File: src/rtl/rkv_arb_pkg.sv
// Shared types, default sizes and helpers for the rkv bus arbiter.
// Optional feature macro used by the arbiter: RKV_ARB_TIMEOUT_EN.
package rkv_arb_pkg;

  typedef enum logic [1:0] {
    IDLE = 2'd0,
    BUSY = 2'd1,
    RESP = 2'd2
  } arb_state_e;

  localparam int N_REQ_DEF   = 4;
  localparam int AW_DEF      = 8;
  localparam int DW_DEF      = 8;
  localparam int TIMEOUT_DEF = 16;

  // Width needed to index n items; never narrower than one bit.
  function automatic int idx_width(input int n);
    return (n > 1) ? $clog2(n) : 1;
  endfunction

endpackage

File: src/rtl/rkv_bus_arbiter_if.sv
// Requester-side and shared-bus signals of the rkv bus arbiter.
// master is the arbiter's view, slave is the environment (requesters + bus slave).
interface rkv_bus_arbiter_if
  import rkv_arb_pkg::*;
#(
  parameter int N_REQ = N_REQ_DEF,
  parameter int AW    = AW_DEF,
  parameter int DW    = DW_DEF
) ();

  logic [N_REQ-1:0]    m_req;
  logic [N_REQ-1:0]    m_we;
  logic [N_REQ*AW-1:0] m_addr;
  logic [N_REQ*DW-1:0] m_wdata;
  logic [N_REQ-1:0]    m_grt;
  logic [DW-1:0]       m_rdata;
  logic                m_err;

  logic                bus_req;
  logic                bus_we;
  logic [AW-1:0]       bus_addr;
  logic [DW-1:0]       bus_wdata;
  logic                bus_grt;
  logic [DW-1:0]       bus_rdata;

  modport master (
    input  m_req, m_we, m_addr, m_wdata, bus_grt, bus_rdata,
    output m_grt, m_rdata, m_err, bus_req, bus_we, bus_addr, bus_wdata
  );

  modport slave (
    output m_req, m_we, m_addr, m_wdata, bus_grt, bus_rdata,
    input  m_grt, m_rdata, m_err, bus_req, bus_we, bus_addr, bus_wdata
  );

endinterface

File: src/rtl/rkv_rr_pick.sv
// Combinational round-robin picker: rotate requests so rr_ptr lands at bit 0,
// take the lowest set bit, then rotate the index back.
module rkv_rr_pick
  import rkv_arb_pkg::*;
#(
  parameter int N_REQ = N_REQ_DEF,
  localparam int IW   = idx_width(N_REQ)
) (
  input  logic [N_REQ-1:0] req,
  input  logic [IW-1:0]    rr_ptr,
  output logic [IW-1:0]    winner,
  output logic             any_req
);

  logic [N_REQ-1:0] rot;
  logic [IW-1:0]    off;
  logic [IW:0]      sum;

  always_comb begin
    rot = N_REQ'({req, req} >> rr_ptr);
    off = '0;
    for (int i = N_REQ - 1; i >= 0; i--) begin
      if (rot[i]) off = IW'(i);
    end
    // Un-rotate with an explicit modulo so non-power-of-two N_REQ wraps correctly.
    sum = {1'b0, off} + {1'b0, rr_ptr};
    if (sum >= (IW+1)'(N_REQ)) sum = sum - (IW+1)'(N_REQ);
    winner  = sum[IW-1:0];
    any_req = |req;
  end

endmodule

File: src/rtl/rkv_bus_arbiter.sv
// Round-robin arbiter sharing one rkv req/grant bus between N_REQ requesters.
// Define RKV_ARB_TIMEOUT_EN to abort transactions the slave never grants.
module rkv_bus_arbiter
  import rkv_arb_pkg::*;
#(
  parameter int N_REQ = N_REQ_DEF,
  parameter int AW    = AW_DEF,
  parameter int DW    = DW_DEF
`ifdef RKV_ARB_TIMEOUT_EN
  , parameter int TIMEOUT = TIMEOUT_DEF
`endif
) (
  input logic                clk,
  input logic                rst,
  rkv_bus_arbiter_if.master  arb
);

  localparam int IW = idx_width(N_REQ);

  arb_state_e       state, state_d;
  logic [IW-1:0]    rr_ptr, ptr_d;
  logic [IW-1:0]    winner, win_d;
  logic [IW-1:0]    pick;
  logic             any_req;
  logic [IW-1:0]    next_ptr;
  logic [N_REQ-1:0] done_onehot;

  logic             bus_req_q, req_d;
  logic             bus_we_q, we_d;
  logic [AW-1:0]    addr_q, addr_d;
  logic [DW-1:0]    wdata_q, wdata_d;
  logic [DW-1:0]    rdata_q, rdata_d;
  logic [N_REQ-1:0] grt_q, grt_d;

`ifdef RKV_ARB_TIMEOUT_EN
  localparam int CW = idx_width(TIMEOUT);
  logic [CW-1:0] wait_cnt, cnt_d;
  logic          err_q, err_d;
`endif

  rkv_rr_pick #(.N_REQ(N_REQ)) u_pick (
    .req     (arb.m_req),
    .rr_ptr  (rr_ptr),
    .winner  (pick),
    .any_req (any_req)
  );

  assign next_ptr    = (winner == IW'(N_REQ - 1)) ? '0 : winner + IW'(1);
  assign done_onehot = N_REQ'(1) << winner;

  always_comb begin
    state_d = state;
    ptr_d   = rr_ptr;
    win_d   = winner;
    req_d   = bus_req_q;
    we_d    = bus_we_q;
    addr_d  = addr_q;
    wdata_d = wdata_q;
    rdata_d = rdata_q;
    grt_d   = '0;
`ifdef RKV_ARB_TIMEOUT_EN
    cnt_d   = wait_cnt;
    err_d   = err_q;
`endif
    case (state)
      IDLE: begin
        if (any_req) begin
          win_d   = pick;
          we_d    = arb.m_we[pick];
          addr_d  = arb.m_addr[int'(pick)*AW +: AW];
          wdata_d = arb.m_wdata[int'(pick)*DW +: DW];
          req_d   = 1'b1;
          state_d = BUSY;
`ifdef RKV_ARB_TIMEOUT_EN
          cnt_d   = '0;
`endif
        end
      end
      BUSY: begin
        // A grant on the same edge as the timeout wins, so it is tested first.
        if (arb.bus_grt) begin
          rdata_d = arb.bus_rdata;
          grt_d   = done_onehot;
          ptr_d   = next_ptr;
          req_d   = 1'b0;
          state_d = RESP;
`ifdef RKV_ARB_TIMEOUT_EN
          err_d   = 1'b0;
        end else if (wait_cnt == CW'(TIMEOUT - 1)) begin
          rdata_d = '0;
          err_d   = 1'b1;
          grt_d   = done_onehot;
          ptr_d   = next_ptr;
          req_d   = 1'b0;
          state_d = RESP;
        end else begin
          cnt_d   = wait_cnt + CW'(1);
`endif
        end
      end
      RESP:    state_d = IDLE;
      default: state_d = IDLE;
    endcase
  end

  always_ff @(posedge clk) begin
    if (rst) begin
      state     <= IDLE;
      rr_ptr    <= '0;
      winner    <= '0;
      bus_req_q <= 1'b0;
      bus_we_q  <= 1'b0;
      addr_q    <= '0;
      wdata_q   <= '0;
      rdata_q   <= '0;
      grt_q     <= '0;
`ifdef RKV_ARB_TIMEOUT_EN
      wait_cnt  <= '0;
      err_q     <= 1'b0;
`endif
    end else begin
      state     <= state_d;
      rr_ptr    <= ptr_d;
      winner    <= win_d;
      bus_req_q <= req_d;
      bus_we_q  <= we_d;
      addr_q    <= addr_d;
      wdata_q   <= wdata_d;
      rdata_q   <= rdata_d;
      grt_q     <= grt_d;
`ifdef RKV_ARB_TIMEOUT_EN
      wait_cnt  <= cnt_d;
      err_q     <= err_d;
`endif
    end
  end

  assign arb.bus_req   = bus_req_q;
  assign arb.bus_we    = bus_we_q;
  assign arb.bus_addr  = addr_q;
  assign arb.bus_wdata = wdata_q;
  assign arb.m_grt     = grt_q;
  assign arb.m_rdata   = rdata_q;
`ifdef RKV_ARB_TIMEOUT_EN
  assign arb.m_err     = err_q;
`else
  assign arb.m_err     = 1'b0;
`endif

endmodule

File: src/flat_wrapper.sv
// flat-port wrapper written by rule: the top's interface ports become plain ports
module rkv_bus_arbiter_flat import rkv_arb_pkg::*;
#(
  parameter int N_REQ = N_REQ_DEF,
  parameter int AW    = AW_DEF,
  parameter int DW    = DW_DEF

)
  (clk, rst, arb_m_req, arb_m_we, arb_m_addr, arb_m_wdata, arb_bus_grt, arb_bus_rdata, arb_m_grt, arb_m_rdata, arb_m_err, arb_bus_req, arb_bus_we, arb_bus_addr, arb_bus_wdata);
  rkv_bus_arbiter_if #(.N_REQ(N_REQ), .AW(AW), .DW(DW)) arb_i ();
  input logic clk;
  input logic rst;
  input wire logic [$bits(arb_i.m_req)-1:0] arb_m_req;
  input wire logic [$bits(arb_i.m_we)-1:0] arb_m_we;
  input wire logic [$bits(arb_i.m_addr)-1:0] arb_m_addr;
  input wire logic [$bits(arb_i.m_wdata)-1:0] arb_m_wdata;
  input wire logic [$bits(arb_i.bus_grt)-1:0] arb_bus_grt;
  input wire logic [$bits(arb_i.bus_rdata)-1:0] arb_bus_rdata;
  output wire logic [$bits(arb_i.m_grt)-1:0] arb_m_grt;
  output wire logic [$bits(arb_i.m_rdata)-1:0] arb_m_rdata;
  output wire logic [$bits(arb_i.m_err)-1:0] arb_m_err;
  output wire logic [$bits(arb_i.bus_req)-1:0] arb_bus_req;
  output wire logic [$bits(arb_i.bus_we)-1:0] arb_bus_we;
  output wire logic [$bits(arb_i.bus_addr)-1:0] arb_bus_addr;
  output wire logic [$bits(arb_i.bus_wdata)-1:0] arb_bus_wdata;
  assign arb_i.m_req = arb_m_req;
  assign arb_i.m_we = arb_m_we;
  assign arb_i.m_addr = arb_m_addr;
  assign arb_i.m_wdata = arb_m_wdata;
  assign arb_i.bus_grt = arb_bus_grt;
  assign arb_i.bus_rdata = arb_bus_rdata;
  assign arb_m_grt = arb_i.m_grt;
  assign arb_m_rdata = arb_i.m_rdata;
  assign arb_m_err = arb_i.m_err;
  assign arb_bus_req = arb_i.bus_req;
  assign arb_bus_we = arb_i.bus_we;
  assign arb_bus_addr = arb_i.bus_addr;
  assign arb_bus_wdata = arb_i.bus_wdata;
  rkv_bus_arbiter #(.N_REQ(N_REQ), .AW(AW), .DW(DW)) u_core (.clk(clk), .rst(rst), .arb(arb_i));
endmodule
File: config.mk
export PLATFORM = sky130hd
export DESIGN_NAME = rkv_bus_arbiter_flat
export DESIGN_NICKNAME = d
export VERILOG_FILES = /design/src/rtl/rkv_arb_pkg.sv /design/src/rtl/rkv_bus_arbiter_if.sv /design/src/rtl/rkv_rr_pick.sv /design/src/rtl/rkv_bus_arbiter.sv /design/src/flat_wrapper.sv
export SDC_FILE = /design/constraint.sdc
export NUM_CORES = 1
export LEC_CHECK = 0
export CAP_MARGIN = 10
export CORE_ASPECT_RATIO = 0.9
export CORE_MARGIN = 5
export CORE_UTILIZATION = 41
export DETAILED_ROUTE_END_ITERATION = 12
export PLACE_DENSITY_LB_ADDON = 0.3
export SLEW_MARGIN = 10
export SYNTH_ARGS = -nofsm -noshare
export SYNTH_HDL_FRONTEND = slang
export SYNTH_SLANG_ARGS = --single-unit
export TNS_END_PERCENT = 100
File: constraint.sdc
create_clock -name clk -period 3.65 [get_ports clk]
set_clock_uncertainty 0.1 [all_clocks]
set_input_delay 0.73 -clock clk [delete_from_list [all_inputs] [get_ports clk]]
set_output_delay 0.73 -clock clk [all_outputs]
set_load 0.05 [all_outputs]
==> After elaboration in Yosys (flattened, before gate mapping) <==
Index checks and enable logic that the tools add are counted.
{ "word_totals": {"wordCells": 46, "in_bits": 83, "output_inout_bits": 31, "register_bits": 36} }
{ "classes": {"order_cmp": 2, "shifts": 4, "n_eq_ne": 4, "bitwise_logic": 2, "n_mux": 14, "addsub": 3, "n_reduce_logical": 8} }
{ "ops": {"columns": ["op", "n"], "rows": [
  ["32-bit by 6-bit variable part select with 8-bit output", 2],
  ["2-bit two-way mux", 8],
  ["8-bit by 2-bit >> shifter with 4-bit output", 1],
  ["2-bit AND reduction", 3],
  ["2-bit case mux with 2 select lines", 1],
  ["4-bit OR reduction", 1],
  ["1-bit by 2-bit << shifter with 4-bit output, first input constant", 1],
  ["2-bit by 2-bit adder with 3-bit output", 1],
  ["3-bit greater-or-equal comparator, second input constant", 1],
  ["2-bit by 3-bit < comparator with 1-bit output, second input constant", 1],
  ["1-bit two-way mux", 3],
  ["3-bit AND reduction", 1],
  ["3-bit OR reduction", 1],
  ["2-bit by 1-bit adder with 2-bit output, second input constant", 1],
  ["1-bit binary-select mux with 2-bit select", 1],
  ["2-bit by 1-bit equality test with 1-bit output, second input constant", 1],
  ["2-bit equality test, second input constant", 1],
  ["2-bit logical NOT", 1],
  ["2-bit by 1-bit != test with 1-bit output, second input constant", 1],
  ["2-bit != test, second input constant", 1],
  ["1-bit inverter", 2],
  ["1-bit case mux with 2 select lines", 1],
  ["2-bit nonzero test", 1],
  ["2-bit by 1-bit subtractor with 2-bit output, second input constant", 1]
]} }

==> Depth between registers and ports, before layout <==
Gate-level depths: netlist (run 1).
{ "logic_depth": {"depth_word": 10, "depth_mapped": 12, "ltp_nobuf": 10} }

==> Cells and area by module <==
Synthesis (run 1) repeated with hierarchy kept, for this count alone.
{ "hier_totals": {"cells_unflattened": 151, "area_unflattened_um2": 1850.5} }
{ "by_module_without_submodules": {"columns": ["mod", "n_inst", "seq_area_each_um2", "cells_per_inst", "area_each_um2"], "rows": [
  ["rkv_bus_arbiter", 1, 720.7, 124, 1671.6],
  ["rkv_rr_pick", 1, 0.0, 27, 178.9]
]} }

==> Worst setup path after synthesis (run 1) <==
No wires, ideal clock.
{ "synth_timing": {"path_type": "input port to flip-flop", "startpoint": "in arb_m_req[0]", "endpoint": "reg u_core.addr_q[0], in the netlist u_core.arb.bus_addr[0]", "cell_stages": 9, "path_slack_ns": 0.534, "required_time_ns": 3.431, "arrival_ns": 2.898, "setup_time_ns": 0.119, "path_cell_list": "nor2_1 a221o_1 a221o_1 ha_1 buf_6 dlygate4sd1_1 mux2i_1 mux2i_1 o221a_1"} }
{ "synth_via": {"elab_chain_cells": 9} }
{ "synth_lines": {"columns": ["item", "line", "rtl"], "rows": [
  ["start, declared", "flat_wrapper.sv:13", "input wire logic [$bits(arb_i.m_req)-1:0] arb_m_req;"],
  ["8-bit by 2-bit >> shifter with 4-bit output (*)", "rkv_rr_pick.sv:20", "rot = N_REQ'({req, req} >> rr_ptr);"],
  ["2-bit two-way mux (3 in series)", "rkv_rr_pick.sv:23", "if (rot[i]) off = IW'(i);"],
  ["2-bit two-way mux (*)", "rkv_rr_pick.sv:23", null],
  ["2-bit by 2-bit adder with 3-bit output (*)", "rkv_rr_pick.sv:26", "sum = {1'b0, off} + {1'b0, rr_ptr};"],
  ["3-bit greater-or-equal comparator or 2-bit by 1-bit subtractor with 2-bit output (tied branches)", "rkv_rr_pick.sv:27", "if (sum >= (IW+1)'(N_REQ)) sum = sum - (IW+1)'(N_REQ);"],
  ["2-bit two-way mux (*)", "rkv_rr_pick.sv:27", null],
  ["via u_core.pick[0]", "rkv_bus_arbiter.sv:23", "logic [IW-1:0] pick;"],
  ["32-bit by 6-bit variable part select with 8-bit output (*)", "rkv_bus_arbiter.sv:70", "addr_d = arb.m_addr[int'(pick)*AW +: AW];"],
  ["end signal, assigned", "rkv_bus_arbiter.sv:127", "addr_q <= addr_d;"],
  ["end, declared", "rkv_bus_arbiter.sv:30", "logic [AW-1:0] addr_q, addr_d;"]
]} }
Mark *: on every way through the listed nets, which the timed path passes. The rest lies on a longest branch.
A chain may end at the register's enable or synchronous reset.

==> Worst setup path after layout (run 1) <==
{ "layout_timing": {"startpoint": "in arb_m_req[1]", "endpoint": "reg u_core.addr_q[7], in the netlist u_core.arb.bus_addr[7]"} }
Same word-level chain as after synthesis.

==> results.cfg, run 1 <==
[synthesis]
syn_inst = 244
netlist_area_um2 = 2369
yosysWarnings = 0
synth_top_area_frac = 0.3127
synth_largest_area_cell = mux2i_1
synthesis.nets = 329
synth_area_leaders = mux2i_1, dfxtp_1, nor2_1
ys_types = 37
postSynthAreaPerCell_um2 = 9.707
synth-seq-cells = 36
yosysSeqAreaShare = 0.3043

[die]
fp.dieArea_um2 = 7399
rows = 26
core_area_um2 = 5660
ios = 114
die-width_um = 90.12
chipHeight_um = 82.11
initial_core_util = 0.4184

[sta]
fin_crit_sh = 0.8685
layout_setup_ws_ns = 0.4799
holdWs_ns = 0.3873
worstMarginPinSlew_ns = 0.8049
fin_crit_ns = 3.170
fmax_mhz = 315.4
final.setup.tns_ns = 0
hold_viol_final = 0
max_slew_margin = 0.4618
setup_violations = 0
rsz0062_at_grt = false
drv_slew = 0

[power]
combPwrFrac = 0.479
sw_frac_of_total = 0.3707
p_seq_frac = 0.321
power_switching_mw = 0.5418
clkPwrFrac = 0.200
ir_drop_v = 0.0002437
p_int_mw = 0.9199
p_total_mw = 1.462
p_leak_nw = 1.449
power_density_nw_per_um2 = 411.1

[grt]
antenna_found_initial = 0
track_usage = 0.1642
grt_first_pass_wirelength_mm = 10.09
grt_pass1_vias = 2148
grt_max_degree = 35
grt_overflow = 0

[hold_path]
min_to = u_core.arb.bus_req$_SDFFE_PP0P_
min_path_type = reg -> reg
min_path_cells = 2
min-delay-start = u_core.arb.bus_req$_SDFFE_PP0P_

[critical_path]
cp-end-kind = register
worstPathRequired_ns = 3.72
worstSetupPathType = in -> reg
critPathLaunchType = input pin
rr_endpoint = u_core.arb.bus_addr[7]$_SDFFE_PP0P_
worstRegToRegCells = 8
r2r-start = u_core.rr_ptr[0]$_SDFFE_PP0P_
critPathMaxFanout = 20
ff2ff_setup_slack_ns = 0.88
crit_arrival_ns = 3.24

[placed_design]
detailedPlace.worstSlack_ns = 0.1897
place.detailed.hpwl_mm = 4.886
dpl_cell_area_um2 = 3462
io_buffers = 112
place.gp.congestion = 0.8082

[layout]
syn_to_final_growth_pct = 50.13
drive_gt1_frac = 0.06250
multi_input_area_um2 = 1431
stdcell_area_um2 = 3556
seq_area_um2 = 720.7
n_antenna_cell = 0
final_nets = 436
nFillCells = 501

[clock_network]
clk_path_buf_depth = 2
cts_hold_buf = 0
cts_buffers = 5
cts_tree = yes
cts_resized = 0
post-cts-setup-buffers = 0
clock-root-buffer = clkbuf_8
cts.sinks = 36
clkSlewWorstSetupHoldPaths_ns = 0.07
clkLatencyLatePin_ns = 0.28
htree_levels = 2

[detailed_routing]
first_pass_iters = 4
vias = 2222
routed_wl_mm = 6.375
route.detailed.drc = 0
wire_per_inst_um = 15.11
drtIter0Drc = 97
ant_nets = 0
vias_per_cell = 5.265

[outcome]
outcome = finished, final reports clean

[run]
maxCapViolCount = 0
[worst max path at each step]
stage	from	endpoint	slack, ns
after detailed placement	arb_m_req[1]	u_core.arb.bus_addr[7]$_SDFFE_PP0P_	0.19
after global routing	arb_m_req[2]	u_core.arb.bus_wdata[0]$_SDFFE_PP0P_	0.36
final	arb_m_req[1]	u_core.arb.bus_addr[7]$_SDFFE_PP0P_	0.48
after CTS	arb_m_req[1]	u_core.arb.bus_addr[7]$_SDFFE_PP0P_	0.48
after floorplan	arb_m_req[0]	u_core.arb.bus_addr[0]$_SDFFE_PP0P_	0.53
after global placement	arb_m_req[1]	u_core.arb.bus_addr[3]$_SDFFE_PP0P_	0.25
[power groups by stage]
stage,logic (mW),registers (mW),clock network (mW)
2_1_floorplan,0.357,0.608,0
5_1_grt,0.750,0.477,0.327
6_report,0.700,0.470,0.292
3_5_place_dp,0.706,0.478,0
4_1_cts,0.709,0.469,0.301
3_3_place_gp,0.694,0.476,0
[kinds of logic (layout without fill, tap and decap cells)]
logic type               Yosys count  after routing  share of synthesized area
XOR/XNOR                           2              2                   0.007397
multiplexers                      75             75                     0.3175
AND/OR/NAND/NOR                   74             74                     0.1347
buffers and inverters             21            129                    0.09456
other                              1              1                   0.001583
AO/OA/AOI/OAI                     33             33                     0.1294
adder cells (fa/ha/maj)            2              2                    0.01056
flip-flops                        36             36                     0.3043
[cell usage after synthesis]
cell type and n:
and3_1 2, clkbuf_8 3, a211o_1 1, o211ai_1 2
dlygate4sd1_1 2, xor2_1 2, nor3_1 2, or3_1 2
buf_8 2, nor4_1 2, a221o_1 2, a211oi_1 1
nand2_2 1, buf_4 1, buf_6 4, o221ai_1 1
mux2i_1 74, or3b_2 1, nor4b_1 1, o221a_1 16
conb_1 1, mux2_2 1, o21bai_1 2, clkbuf_1 5
nand2b_1 1, o41ai_1 1, or2_1 2, nand3b_1 1
a21oi_1 5, a311oi_1 1, buf_12 3, nand2_1 6
inv_1 1, a21oi_2 1, ha_1 2, dfxtp_1 36
nor2_1 53
[final cells by class]
type,instances,area share
clock buffers,7,0.02428
well taps,70,0.02463
flip-flops and latches,36,0.2027
repair buffers,120,0.3427
clock inverters,1,0.002111
multi-input cells,187,0.4025
inverters,1,0.001056
[stage by stage]
| stage | std cells | util |
|---|---|---|
| after floorplan | 244 | - |
| after global placement | 414 | 0.6116 |
| after detailed placement | 414 | 0.6116 |
| after CTS | 422 | 0.6282 |
| after global routing | 422 | 0.6282 |
| final | 422 | 0.6282 |
[routing by layer]
metal / GRT usage / up-vias / share of wire
li1: - / 1109 / -
met3: 0.04891 / 9 / 0.071
met1: 0.1929 / 1037 / 0.42
met5: 0 / - / 0
met4: 0.05357 / 0 / 0.017
met2: 0.2909 / 67 / 0.50
[layout by cell type (no fill, tap or decap), types with 2 or more instances in the layout]
| cell type | synthesis | routed |
|---|---|---|
| clkdlybuf4s50_1 | 0 | 112 |
| a21oi_1 | 5 | 5 |
| nor2_1 | 53 | 53 |
| o221a_1 | 16 | 16 |
| a221o_1 | 2 | 2 |
| buf_12 | 3 | 3 |
| clkbuf_8 | 3 | 6 |
| and3_1 | 2 | 2 |
| nand2_1 | 6 | 6 |
| o21bai_1 | 2 | 2 |
| mux2i_1 | 74 | 74 |
| nor3_1 | 2 | 2 |
| o211ai_1 | 2 | 2 |
| nor4_1 | 2 | 2 |
| buf_4 | 1 | 5 |
| xor2_1 | 2 | 2 |
| dfxtp_1 | 36 | 36 |
| or3_1 | 2 | 2 |
[sequential cells by signal, summed over array words and instances (netlist names)]
| register | count |
|---|---|
| u_core.state | 2 |
| u_core.arb.bus_we | 1 |
| u_core.arb.bus_req | 1 |
| u_core.arb.bus_addr | 8 |
| u_core.winner | 2 |
| u_core.rr_ptr | 2 |
| u_core.arb.m_rdata | 8 |
| u_core.arb.m_grt | 4 |
| u_core.arb.bus_wdata | 8 |
[worst max-delay path, stage by stage]
cell,delay [ns]
clkdlybuf4s50_1,0.58
nor2_1,0.06
a221o_1,0.29
a221o_1,0.34
ha_2,0.39
buf_12,0.19
mux2i_1,0.27
mux2i_1,0.12
o221a_1,0.25
No activity file was read; power rests on OpenSTA's default activity.
==> run 2, diff against run 1 <==
- CAP_MARGIN: 10 -> 20
- PLACE_DENSITY: unset -> 0.81
- PLACE_DENSITY_LB_ADDON: 0.3 -> unset
==> run 2 against run 1 <==
Setup slack worse by 0.12 ns. Combinational power is 1% lower. Cell count stayed put. Via count is 0.41% lower. Clock power is 20% higher.
==> results.cfg, run 2 (same netlist as run 1, synthesis figures left out) <==
[grt]
grt_max_degree = 29
grt_overflow = 0
track_usage = 0.1731
antenna_found_initial = 0
grt_first_pass_wirelength_mm = 10.58
grt_pass1_vias = 2214

[die]
core_area_um2 = 5660
die-width_um = 90.12
chipHeight_um = 82.11
rows = 26
initial_core_util = 0.4184
ios = 114
fp.dieArea_um2 = 7399

[sta]
final.setup.tns_ns = 0
worstMarginPinSlew_ns = 0.8158
rsz0062_at_grt = false
fin_crit_sh = 0.9009
fmax_mhz = 304.1
fin_crit_ns = 3.288
drv_slew = 0
setup_violations = 0
layout_setup_ws_ns = 0.3617
hold_viol_final = 0
max_slew_margin = 0.4545

[clock_network]
clkSlewWorstSetupHoldPaths_ns = 0.08
cts_tree = yes
cts_hold_buf = 0
htree_levels = 2
cts_resized = 0
clkLatencyLatePin_ns = 0.28
post-cts-setup-buffers = 0
clk_path_buf_depth = 2
cts_buffers = 5
cts.sinks = 36
clock-root-buffer = clkbuf_8

[power]
p_seq_frac = 0.311
p_total_mw = 1.512
combPwrFrac = 0.457
ir_drop_v = 0.0002303
sw_frac_of_total = 0.3647
p_int_mw = 0.9608
power_density_nw_per_um2 = 425.3
p_leak_nw = 1.453
power_switching_mw = 0.5514
clkPwrFrac = 0.232

[detailed_routing]
vias = 2213
route.detailed.drc = 0
ant_nets = 0
drtIter0Drc = 72
routed_wl_mm = 6.587
first_pass_iters = 4
vias_per_cell = 5.244
wire_per_inst_um = 15.61

[critical_path]
cp-end-kind = register
cp_num_buf_inv = 2
rr_endpoint = u_core.arb.bus_wdata[5]$_SDFFE_PP0P_
crit_slowest_cell = clkdlybuf4s50_1
critPathMaxStageDelay_ns = 0.59
critical-path-top-delay-family = compound AO/OA/AOI/OAI gates
crit_arrival_ns = 3.37
critPathLaunchType = input pin
worstRegToRegCells = 8
worstPathRequired_ns = 3.73
critPathMaxFanout = 28
path_cells = clkdlybuf4s50_1 -> nor2_1 -> a221o_1 -> a221o_1 -> ha_2 -> buf_12 -> mux2i_1 -> mux2i_1 -> o221a_1
ff2ff_setup_slack_ns = 0.88
worstSetupPathType = in -> reg
r2r-start = u_core.rr_ptr[0]$_SDFFE_PP0P_

[hold_path]
min_path_cells = 2
min_to = u_core.arb.bus_req$_SDFFE_PP0P_
min_path_type = reg -> reg
min-delay-start = u_core.arb.bus_req$_SDFFE_PP0P_

[layout]
n_antenna_cell = 0
final_nets = 436
syn_to_final_growth_pct = 50.13
layout_commonest_cell = clkdlybuf4s50_1
mostFrequentLayoutCells = clkdlybuf4s50_1, mux2i_1, nor2_1, dfxtp_1, o221a_1
drive_gt1_frac = 0.06534
final_cells = 422

[run]
maxCapViolCount = 0

[placed_design]
place.detailed.hpwl_mm = 5.100
dpl.cell_count = 414
io_buffers = 112
detailedPlace.worstSlack_ns = 0.08802
place.gp.congestion = 0.8415

[outcome]
outcome = finished, final reports clean
[run 2: final cells by class]
class | count | area [µm²]
fillers | 502 | 2105
multi-input cells | 187 | 1439
repair buffers | 120 | 1194
flip-flops and latches | 36 | 720.7
well taps | 70 | 87.58
clock buffers | 5 | 68.82
clock inverters | 3 | 42.54
inverters | 1 | 3.754
[run 2: routing by layer]
metal	part of all wire	GRT usage
met1	0.42	0.2016
met2	0.50	0.3114
met3	0.078	0.05525
met4	0.0071	0.04464
met5	0	0
[run 2: power groups by stage]
stage / Sequential, mW / Clock (mW) / Combinational [mW]
4_1_cts: 0.471 / 0.360 / 0.698
2_1_floorplan: 0.608 / 0 / 0.357
5_1_grt: 0.476 / 0.378 / 0.744
3_3_place_gp: 0.476 / 0 / 0.681
3_5_place_dp: 0.479 / 0 / 0.697
6_report: 0.471 / 0.351 / 0.691
[run 2: tightest hold or removal path: stages, from the launching register on]
cell     delay (ns)
dfxtp_1        0.32
nand2_1        0.05
a21oi_1        0.06
[run 2: stage by stage]
stage	hold slack (ns)	util	cell area, µm²
after global routing	0.3984	0.6282	3556
after detailed placement	0.3666	0.6085	3445
after floorplan	0.3437	-	2369
final	0.3740	0.6282	3556
after CTS	0.3778	0.6282	3556
after global placement	0.3415	0.6085	3445
[run 2: how the worst max path moves through the flow]
stage,from,cells after the start,end
after floorplan,arb_m_req[0],9,u_core.arb.bus_addr[0]$_SDFFE_PP0P_
after global placement,arb_m_req[0],9,u_core.arb.bus_addr[5]$_SDFFE_PP0P_
final,arb_m_req[0],9,u_core.arb.bus_wdata[5]$_SDFFE_PP0P_
after CTS,arb_m_req[0],9,u_core.arb.bus_wdata[5]$_SDFFE_PP0P_
after global routing,arb_m_req[0],9,u_core.arb.bus_wdata[6]$_SDFFE_PP0P_
after detailed placement,arb_m_req[0],9,u_core.arb.bus_wdata[6]$_SDFFE_PP0P_
==> run 3, diff against run 2 <==
- CTS_BUF_LIST: unset -> sky130_fd_sc_hd__clkbuf_8 sky130_fd_sc_hd__clkbuf_16
- TNS_END_PERCENT: 100 -> 1
==> results of run 3 <==
The final DEF is identical to that of run 2; final timing and power are the same.
